$ cat src/rtl/dmem_responder_if.sv
// rtl/dmem_responder_if.sv - load/store request and response bundle for the data-memory responder
//
// Request channel:  req_valid/req_ready handshake carrying req_write, req_addr (byte address)
//                   and req_wdata (store data).
// Response channel: rsp_valid/rsp_ready handshake carrying rsp_rdata (load data) and rsp_err.
// master: the processor-side requester.  slave: the memory-side responder.
interface dmem_responder_if;
  logic        req_valid;
  logic        req_ready;
  logic        req_write;
  logic [31:0] req_addr;
  logic [31:0] req_wdata;
  logic        rsp_valid;
  logic        rsp_ready;
  logic [31:0] rsp_rdata;
  logic        rsp_err;

  modport master (
    output req_valid, req_write, req_addr, req_wdata, rsp_ready,
    input  req_ready, rsp_valid, rsp_rdata, rsp_err
  );

  modport slave (
    input  req_valid, req_write, req_addr, req_wdata, rsp_ready,
    output req_ready, rsp_valid, rsp_rdata, rsp_err
  );
endinterface

$ cat src/rtl/dmem_responder.sv
// rtl/dmem_responder.sv - latency-configurable word memory behind a valid/ready load/store port
//
// Accepts one word-aligned load or store at a time.  The access is performed LATENCY
// cycles after acceptance, and the response holds until the requester takes it.
// Ports:
//   clk  - rising-edge clock
//   rst  - asynchronous active-low reset (memory contents are not cleared)
//   bus  - slave side of dmem_responder_if (request and response handshakes)
// Parameters:
//   DEPTH   - number of 32-bit words, power of two, >= 2
//   LATENCY - cycles from acceptance to rsp_valid, >= 1
module dmem_responder #(
  parameter int DEPTH   = 64,
  parameter int LATENCY = 2
) (
  input  logic             clk,
  input  logic             rst,
  dmem_responder_if.slave  bus
);
  localparam int IDX_W = (DEPTH > 1) ? $clog2(DEPTH) : 1;
  localparam int CNT_W = (LATENCY > 1) ? $clog2(LATENCY) : 1;
  localparam logic [CNT_W-1:0] CNT_LOAD    = CNT_W'(LATENCY - 1);
  localparam logic [29:0]      DEPTH_WORDS = 30'(DEPTH);

  typedef enum logic [1:0] {IDLE, WAIT, RESP} stateT;

  stateT             state, stateNext;
  logic [CNT_W-1:0]  cnt;
  logic              outOfReset;
  logic              wrReg;
  logic [31:0]       addrReg;
  logic [31:0]       wdataReg;
  logic [31:0]       rdataReg;
  logic              errReg;
  logic              accept;
  logic              access;
  logic              commit;
  logic              addrErr;
  logic [IDX_W-1:0]  wordIdx;
  logic [31:0]       mem [DEPTH];

  // Indices at or beyond DEPTH are errors rather than aliases, so the full
  // upper address field is compared, not just the index bits.
  always_comb begin
    addrErr = (addrReg[1:0] != 2'b00) || (addrReg[31:2] >= DEPTH_WORDS);
    wordIdx = addrReg[IDX_W+1:2];
  end

  // outOfReset gates req_ready so that a request present in the cycle reset
  // is released is not taken; readiness appears after the first edge.
  always_comb begin
    stateNext     = state;
    bus.req_ready = 1'b0;
    bus.rsp_valid = 1'b0;
    accept        = 1'b0;
    access        = 1'b0;
    case (state)
      IDLE: begin
        bus.req_ready = outOfReset;
        if (bus.req_valid && outOfReset) begin
          accept    = 1'b1;
          stateNext = WAIT;
        end
      end
      WAIT: begin
        if (cnt == '0) begin
          access    = 1'b1;
          stateNext = RESP;
        end
      end
      RESP: begin
        bus.rsp_valid = 1'b1;
        if (bus.rsp_ready) begin
          stateNext = IDLE;
        end
      end
      default: stateNext = IDLE;
    endcase
  end

  assign commit        = access && wrReg && !addrErr;
  assign bus.rsp_rdata = rdataReg;
  assign bus.rsp_err   = errReg;

  always_ff @(posedge clk or negedge rst) begin
    if (!rst) begin
      state      <= IDLE;
      cnt        <= '0;
      outOfReset <= 1'b0;
      wrReg      <= 1'b0;
      addrReg    <= '0;
      wdataReg   <= '0;
      rdataReg   <= '0;
      errReg     <= 1'b0;
    end else begin
      state      <= stateNext;
      outOfReset <= 1'b1;
      if (accept) begin
        wrReg    <= bus.req_write;
        addrReg  <= bus.req_addr;
        wdataReg <= bus.req_wdata;
        cnt      <= CNT_LOAD;
      end else if (state == WAIT && cnt != '0) begin
        cnt <= cnt - CNT_W'(1);
      end
      if (access) begin
        errReg   <= addrErr;
        rdataReg <= (!wrReg && !addrErr) ? mem[wordIdx] : '0;
      end
    end
  end

  // Storage has no reset; a reset during WAIT returns state to IDLE
  // immediately, so a pending store can never reach this commit.
  always_ff @(posedge clk) begin
    if (commit) begin
      mem[wordIdx] <= wdataReg;
    end
  end
endmodule

$ cat src/flat_wrapper.sv
// flat-port wrapper written by rule: the top's interface ports become plain ports
module dmem_responder_flat 
#(
  parameter int DEPTH   = 64,
  parameter int LATENCY = 2
)
  (clk, rst, bus_req_valid, bus_req_write, bus_req_addr, bus_req_wdata, bus_rsp_ready, bus_req_ready, bus_rsp_valid, bus_rsp_rdata, bus_rsp_err);
  dmem_responder_if bus_i ();
  input  logic clk;
  input  logic rst;
  input wire logic [$bits(bus_i.req_valid)-1:0] bus_req_valid;
  input wire logic [$bits(bus_i.req_write)-1:0] bus_req_write;
  input wire logic [$bits(bus_i.req_addr)-1:0] bus_req_addr;
  input wire logic [$bits(bus_i.req_wdata)-1:0] bus_req_wdata;
  input wire logic [$bits(bus_i.rsp_ready)-1:0] bus_rsp_ready;
  output wire logic [$bits(bus_i.req_ready)-1:0] bus_req_ready;
  output wire logic [$bits(bus_i.rsp_valid)-1:0] bus_rsp_valid;
  output wire logic [$bits(bus_i.rsp_rdata)-1:0] bus_rsp_rdata;
  output wire logic [$bits(bus_i.rsp_err)-1:0] bus_rsp_err;
  assign bus_i.req_valid = bus_req_valid;
  assign bus_i.req_write = bus_req_write;
  assign bus_i.req_addr = bus_req_addr;
  assign bus_i.req_wdata = bus_req_wdata;
  assign bus_i.rsp_ready = bus_rsp_ready;
  assign bus_req_ready = bus_i.req_ready;
  assign bus_rsp_valid = bus_i.rsp_valid;
  assign bus_rsp_rdata = bus_i.rsp_rdata;
  assign bus_rsp_err = bus_i.rsp_err;
  dmem_responder #(.DEPTH(DEPTH), .LATENCY(LATENCY)) u_core (.clk(clk), .rst(rst), .bus(bus_i));
endmodule
$ cat config.mk
export PLATFORM = sky130hd
export DESIGN_NAME = dmem_responder_flat
export DESIGN_NICKNAME = d
export VERILOG_FILES = /design/src/rtl/dmem_responder_if.sv /design/src/rtl/dmem_responder.sv /design/src/flat_wrapper.sv
export SDC_FILE = /design/constraint.sdc
export NUM_CORES = 2
export LEC_CHECK = 0
export BUFFER_PORTS_ARGS = -buffer_cell sky130_fd_sc_hd__buf_2
export CORE_MARGIN = 4
export CORE_UTILIZATION = 29
export CTS_BUF_LIST = sky130_fd_sc_hd__clkbuf_4
export CTS_CLUSTER_DIAMETER = 40
export DETAILED_ROUTE_END_ITERATION = 6
export HOLD_SLACK_MARGIN = 0.06
export PLACE_DENSITY = 0.45
export SLEW_MARGIN = 20
export SYNTH_ARGS = -nofsm -noshare
export SYNTH_HDL_FRONTEND = slang
export SYNTH_SLANG_ARGS = --single-unit
$ cat constraint.sdc
create_clock -name clk -period 5.1 [get_ports clk]
set_clock_uncertainty 0.05 [all_clocks]
set_input_delay 0.255 -clock clk [delete_from_list [all_inputs] [get_ports clk]]
set_output_delay 0.255 -clock clk [all_outputs]
set_load 0.01 [all_outputs]
=== After elaboration in Yosys (flattened, before gate mapping) ===
Memory sizes are Yosys's and may differ from the RTL's.
Cells that the tools add are included.

* Output and inout bits: 35
* Latch bits: 0
* Logic and storage cells: 43
* Memory bits (writable): 2048
* Flip-flop bits (word level): 102
* Memory bits (read-only): 0
* Bits of input ports: 69
* Memories: 1

* Eq/ne operators: 5
* Shift operators: 0
* Reduce and logical (&&, ||, !) cells: 12
* Order comparisons: 1
* Add/subtract/negate cells: 1
* Multipliers: 0
* Mux-type cells: 15
* Bitwise gates (word level): 0
* Divide/modulo/power cells: 0

{| class="wikitable"
|+ Memory list
! name !! depth !! width !! rd ports !! clocked after Yosys merged registers in !! write ports !! RTL line !! RTL
|-
| u_core.mem || 64 || 32 || 1 || 0 || 1 || dmem_responder.sv:40 || <nowiki>logic [31:0] mem [DEPTH];</nowiki>
|}

{| class="wikitable"
|+ Operators by type and width
! cell !! number
|-
| $mux 32 || 1
|-
| $ge 30x7->1 const B || 1
|-
| $mux 1 || 10
|-
| $mux 2 || 3
|-
| $pmux 2 s3 || 1
|-
| $logic_and 1x1->1 || 5
|-
| $ne 2x2->1 const B || 2
|-
| $reduce_bool 2->1 || 2
|-
| $reduce_and 3->1 || 1
|-
| $eq 2x1->1 const B || 1
|-
| $eq 2x2->1 const B || 1
|-
| $logic_not 1->1 || 2
|-
| $logic_not 2->1 || 1
|-
| $ne 2x1->1 const B || 1
|-
| $logic_or 1x1->1 || 1
|-
| $sub 1x1->1 const B || 1
|}

=== Depth between registers and ports, before layout ===
* Depth in word-level cells: 6
* Mapped depth: 12
* Depth with buffers taken out: 6

=== Least setup slack after synthesis ===
Ideal clock, no wire load.

* Path kind: register to register
* Start point: reg u_core.addrReg[2]
* End point: mem u_core.mem[51][0] (enable)
* Clock period less this slack: 3.941 ns
* Library setup time: 0.421 ns
* Path buffers: 7
* Arrival time: 3.470 ns
* Cell stages (with the launch flop): 10
* Path slack: 1.159 ns
* Cells stage by stage: dfrtp_1 > buf_4 > buf_4 > buf_2 > buf_2 > buf_2 > buf_2 > buf_2 > nand4_1 > nor2_1

* Word-level cells in the longest chain between the ends: 6

{| class="wikitable"
|+ Ends and longest elaborated chain
! item !! RTL line !! RTL
|-
| from (decl) || dmem_responder.sv:31 || <nowiki>logic [31:0] addrReg;</nowiki>
|-
| from (signal assigned) || dmem_responder.sv:100 || <nowiki>addrReg <= bus.req_addr;</nowiki>
|-
| $ge 30x7->1 || dmem_responder.sv:45 || <nowiki>addrErr = (addrReg[1:0] != 2'b00) || (addrReg[31:2] >= DEPTH_WORDS);</nowiki>
|-
| $logic_or 1x1->1 || dmem_responder.sv:45 ||
|-
| $logic_not 1->1 || dmem_responder.sv:81 || <nowiki>assign commit = access && wrReg && !addrErr;</nowiki>
|-
| $logic_and 1x1->1 || dmem_responder.sv:81 ||
|-
| $mux 1 || dmem_responder.sv:116 || <nowiki>if (commit) begin</nowiki>
|-
| $mux 1 (not written as such) || dmem_responder.sv:117 || <nowiki>mem[wordIdx] <= wdataReg;</nowiki>
|-
| to (decl) || dmem_responder.sv:40 ||
|}

Parallel ways exist; a longest one is shown, timed or not.

=== Final worst setup path ===
* Start point: reg u_core.addrReg[4]
* End point: reg u_core.rdataReg[30], in the netlist u_core.bus.rsp_rdata[30]

* Word-level cells in the longest chain between the ends: 5
* Elaborated cells between the ends (all ways): 6
* Classes of those cells: order compare: 1; mux: 1; reduce/logical: 3; memory: 1

{| class="wikitable"
|+ Ends and longest elaborated chain
! item !! RTL line !! RTL
|-
| $ge 30x7->1 || dmem_responder.sv:45 ||
|-
| $logic_or 1x1->1 || dmem_responder.sv:45 ||
|-
| $logic_not 1->1 || dmem_responder.sv:108 || <nowiki>rdataReg <= (!wrReg && !addrErr) ? mem[wordIdx] : '0;</nowiki>
|-
| $logic_and 1x1->1 || dmem_responder.sv:108 ||
|-
| $mux 32 * || dmem_responder.sv:108 ||
|-
| to (signal assigned) || dmem_responder.sv:108 ||
|-
| to (decl) || dmem_responder.sv:33 || <nowiki>logic [31:0] rdataReg;</nowiki>
|}

Every way passes the cells marked *; elsewhere a longest branch is shown, timed or not.
A chain may end at the register's enable or synchronous reset.

==> results.toml <==
[clocking]
htree_levels = 6
post_cts_buffers = 0
cts.sinks = 2150
holdBufCountCts = 207
path_clk_slew_ns = 0.06
clkLatencyLatePin_ns = 1.40
cts_buffers = 607
cts-root-buf = "clkbuf_4"
tritoncts = "yes"
cts-resized-gates = 0
ctsLongestPathBuffers = 4

[logic_synthesis]
yosysTopAreaCell = "edfxtp_1"
ys_ff_latch = 2150
ys.warnings.count = 0
synth_top_area_frac = 0.7495
synth_edf_count = 2048
synth_nets = 4364
synth_flop_cell = "edfxtp_1"
synth_area_leaders = "edfxtp_1, mux4_2, mux2_2"
syn_avg_cell_area_um2 = 19.10
yosysSeqAreaShare = 0.7806
synth.distinct_cells = 67
ys_async_sr_fraction = 0.04744
syn_inst = 4295
synth_area_um2 = 82050
synth.most_common_cell = "edfxtp_1"
synthTopCellsByCount = "edfxtp_1, mux4_2, mux2_2"

[worst_setup_path]
critPathLaunchType = "register"
critPathMaxFanout = 28
arrival_ns = 5.29
crit_type = "register to register"
end_kind = "register"
critPathRequiredTime_ns = 6.26

[routing]
wl_met2_mm = 145.6
vias = 49980
wl_met1_mm = 133.3
drc_errors = 0
wl_met3_mm = 25.66
highest_layer = "met5"
postRouteWirelength_mm = 313.4
firstDrtPassIters = 5
ant_nets = 0
wl_per_cell_um = 33.43
viasPerCell = 5.332
drt_iter0_drc = 6505

[sta]
rsz0062_at_grt = "false"
finalCriticalPeriod_ns = 4.133
slew_headroom = 0.2500
min_period_over_period = 0.8104
fmax_ghz = 0.2420
worstMarginPinSlew_ns = 1.125
hold_viol = 0
fin_setup_tns_ns = 0
maxSlewViolCount = 0
setup_viol = 0

[floorplanning]
die_area_um2 = 291500
rows = 195
core_um2 = 282000
start_util = 0.2909
pin_count = 104
die_x_um = 539.9
dieHeight_um = 539.9

[power]
power.internal_mw = 36.12
clockPowerShare = 0.280
p_comb_frac = 0.311
power.switching_mw = 20.39
p_leak_nw = 32.01
seqPwrFrac = 0.410
swShare = 0.3608
power_mw = 56.51
peakVddDrop_mv = 0.4684
p_per_area_nw_per_um2 = 570.7

[cells_and_area]
drive_gt1_frac = 0.3402
syn_to_final_growth_pct = 20.66
stdcell_count = 9373
fin_util = 0.3510
design_area_um2 = 99000
layout.nets = 5265

[grt]
grt_start_max_net_pins = 87
antenna_found_initial = 25
grt_pass1_vias = 50080
grt_pass1_wl_mm = 424.9
overflow = 0
grt_usage = 0.2096

[placement]
dp_hpwl_mm = 179.8
portBuffers = 103
post-place-cells = 8123
placedInstanceArea_um2 = 89350
globalplace.congestion = 0.8101

[run_status]
outcome = "finished, final reports clean"

[flow_run]
max-cap-violations = 0

[worst_hold_path]
hp-class = "input port to asynchronous set/reset pin"
-- registers in the layout, summed over array words and instances (netlist names) --
signal / flops
u_core.state: 2
u_core.addrReg: 32
u_core.bus.rsp_rdata: 32
u_core.outOfReset: 1
u_core.wdataReg: 32
u_core.mem: 2048
u_core.cnt: 1
u_core.wrReg: 1
u_core.bus.rsp_err: 1
-- layout by cell type (no fill, tap or decap), types with 12 or more instances in the layout --
master	n
edfxtp_1	2048
clkbuf_4	887
mux4_2	233
mux2_2	229
o22ai_1	228
buf_4	221
dlygate4sd3_1	206
o221ai_1	152
nand2_1	149
mux2i_1	105
o21ai_0	103
buf_2	102
nor2_1	96
a21oi_1	96
clkinv_1	93
dfrtp_1	67
nor2_4	64
buf_12	53
a22oi_1	32
a211oi_1	31
nor3_1	29
dfrtp_2	29
o22a_1	23
clkinv_2	23
a22o_1	22
nand3_1	19
a221oi_1	17
o31ai_1	15
a32o_1	15
o32ai_1	13
diode_2	12
nor4_1	12
-- metrics by stage --
step                      setup slack (ns)  hold WS (ns)
after floorplan                      1.159      -0.09059
after global placement              0.9789        0.1341
after detailed placement            0.9697        0.1336
after CTS                           0.9446        0.2884
after global routing                0.8273        0.3604
final                               0.9672        0.4514
-- area by class of cell --
cell class | count | area (um2)
Clock buffer | 887 | 6659
Antenna cell | 12 | 30.03
Multi-Input combinational cell | 1840 | 17270
Clock inverter | 144 | 882.1
Inverter | 14 | 62.56
Sequential cell | 2150 | 64110
Tap cell | 3743 | 4683
Timing Repair Buffer | 583 | 5304
Fill cell | 27060 | 183000
-- worst max-delay path, stage by stage, from the launching register on --
cell and delay, ns:
dfrtp_4 0.78, buf_4 0.48, buf_4 0.44, buf_4 0.38
mux2i_1 0.23, o22ai_1 0.11, o41ai_1 0.50, nand4_1 0.39
nor4_1 0.39, o21ai_0 0.12
-- cell families (layout without fill, tap and decap cells) --
logic type | Yosys count | count (layout) | share of synthesized area
AND/OR/NAND/NOR | 459 | 459 | 0.02536
other | 1 | 13 | 0.00004570
multiplexers | 567 | 567 | 0.1082
buffers and inverters | 305 | 1628 | 0.01601
flip-flops | 2150 | 2150 | 0.7806
AO/OA/AOI/OAI | 813 | 813 | 0.06978
-- power groups by stage --
| stage | Sequential (mW) | Combinational [mW] | Clock [mW] |
|---|---|---|---|
| 2_1_floorplan | 23.9 | 7.87 | 0 |
| 3_3_place_gp | 23.5 | 16.9 | 0 |
| 3_5_place_dp | 23.5 | 17.0 | 0 |
| 4_1_cts | 23.1 | 17.5 | 16.2 |
| 5_1_grt | 23.2 | 18.2 | 17.2 |
| 6_report | 23.1 | 17.5 | 15.8 |
-- final timing paths --
path | from | to | slack, ns | cells after the start
worst max-delay path | u_core.addrReg[4] | u_core.bus.rsp_rdata[30] | 0.97 | 9
worst min-delay path | rst | u_core.wrReg | 0.45 | 5
worst max register to register | u_core.addrReg[4] | u_core.bus.rsp_rdata[30] | 0.97 | 9
worst min register to register | u_core.bus.rsp_err | u_core.bus.rsp_err | 0.47 | 2
max in group asynchronous | rst | u_core.addrReg[3] | 3.44 | 6
min in group clk | u_core.bus.rsp_err | u_core.bus.rsp_err | 0.47 | 2
-- routing by layer --
| metal | global-route usage | vias to the layer above |
|---|---|---|
| met1 | 0.2916 | 26760 |
| met2 | 0.3294 | 2702 |
| li1 | - | 20060 |
| met3 | 0.04291 | 450 |
| met5 | 0 | - |
| met4 | 0.06661 | 2 |
Note: power is estimated with default switching activity, not from simulation.
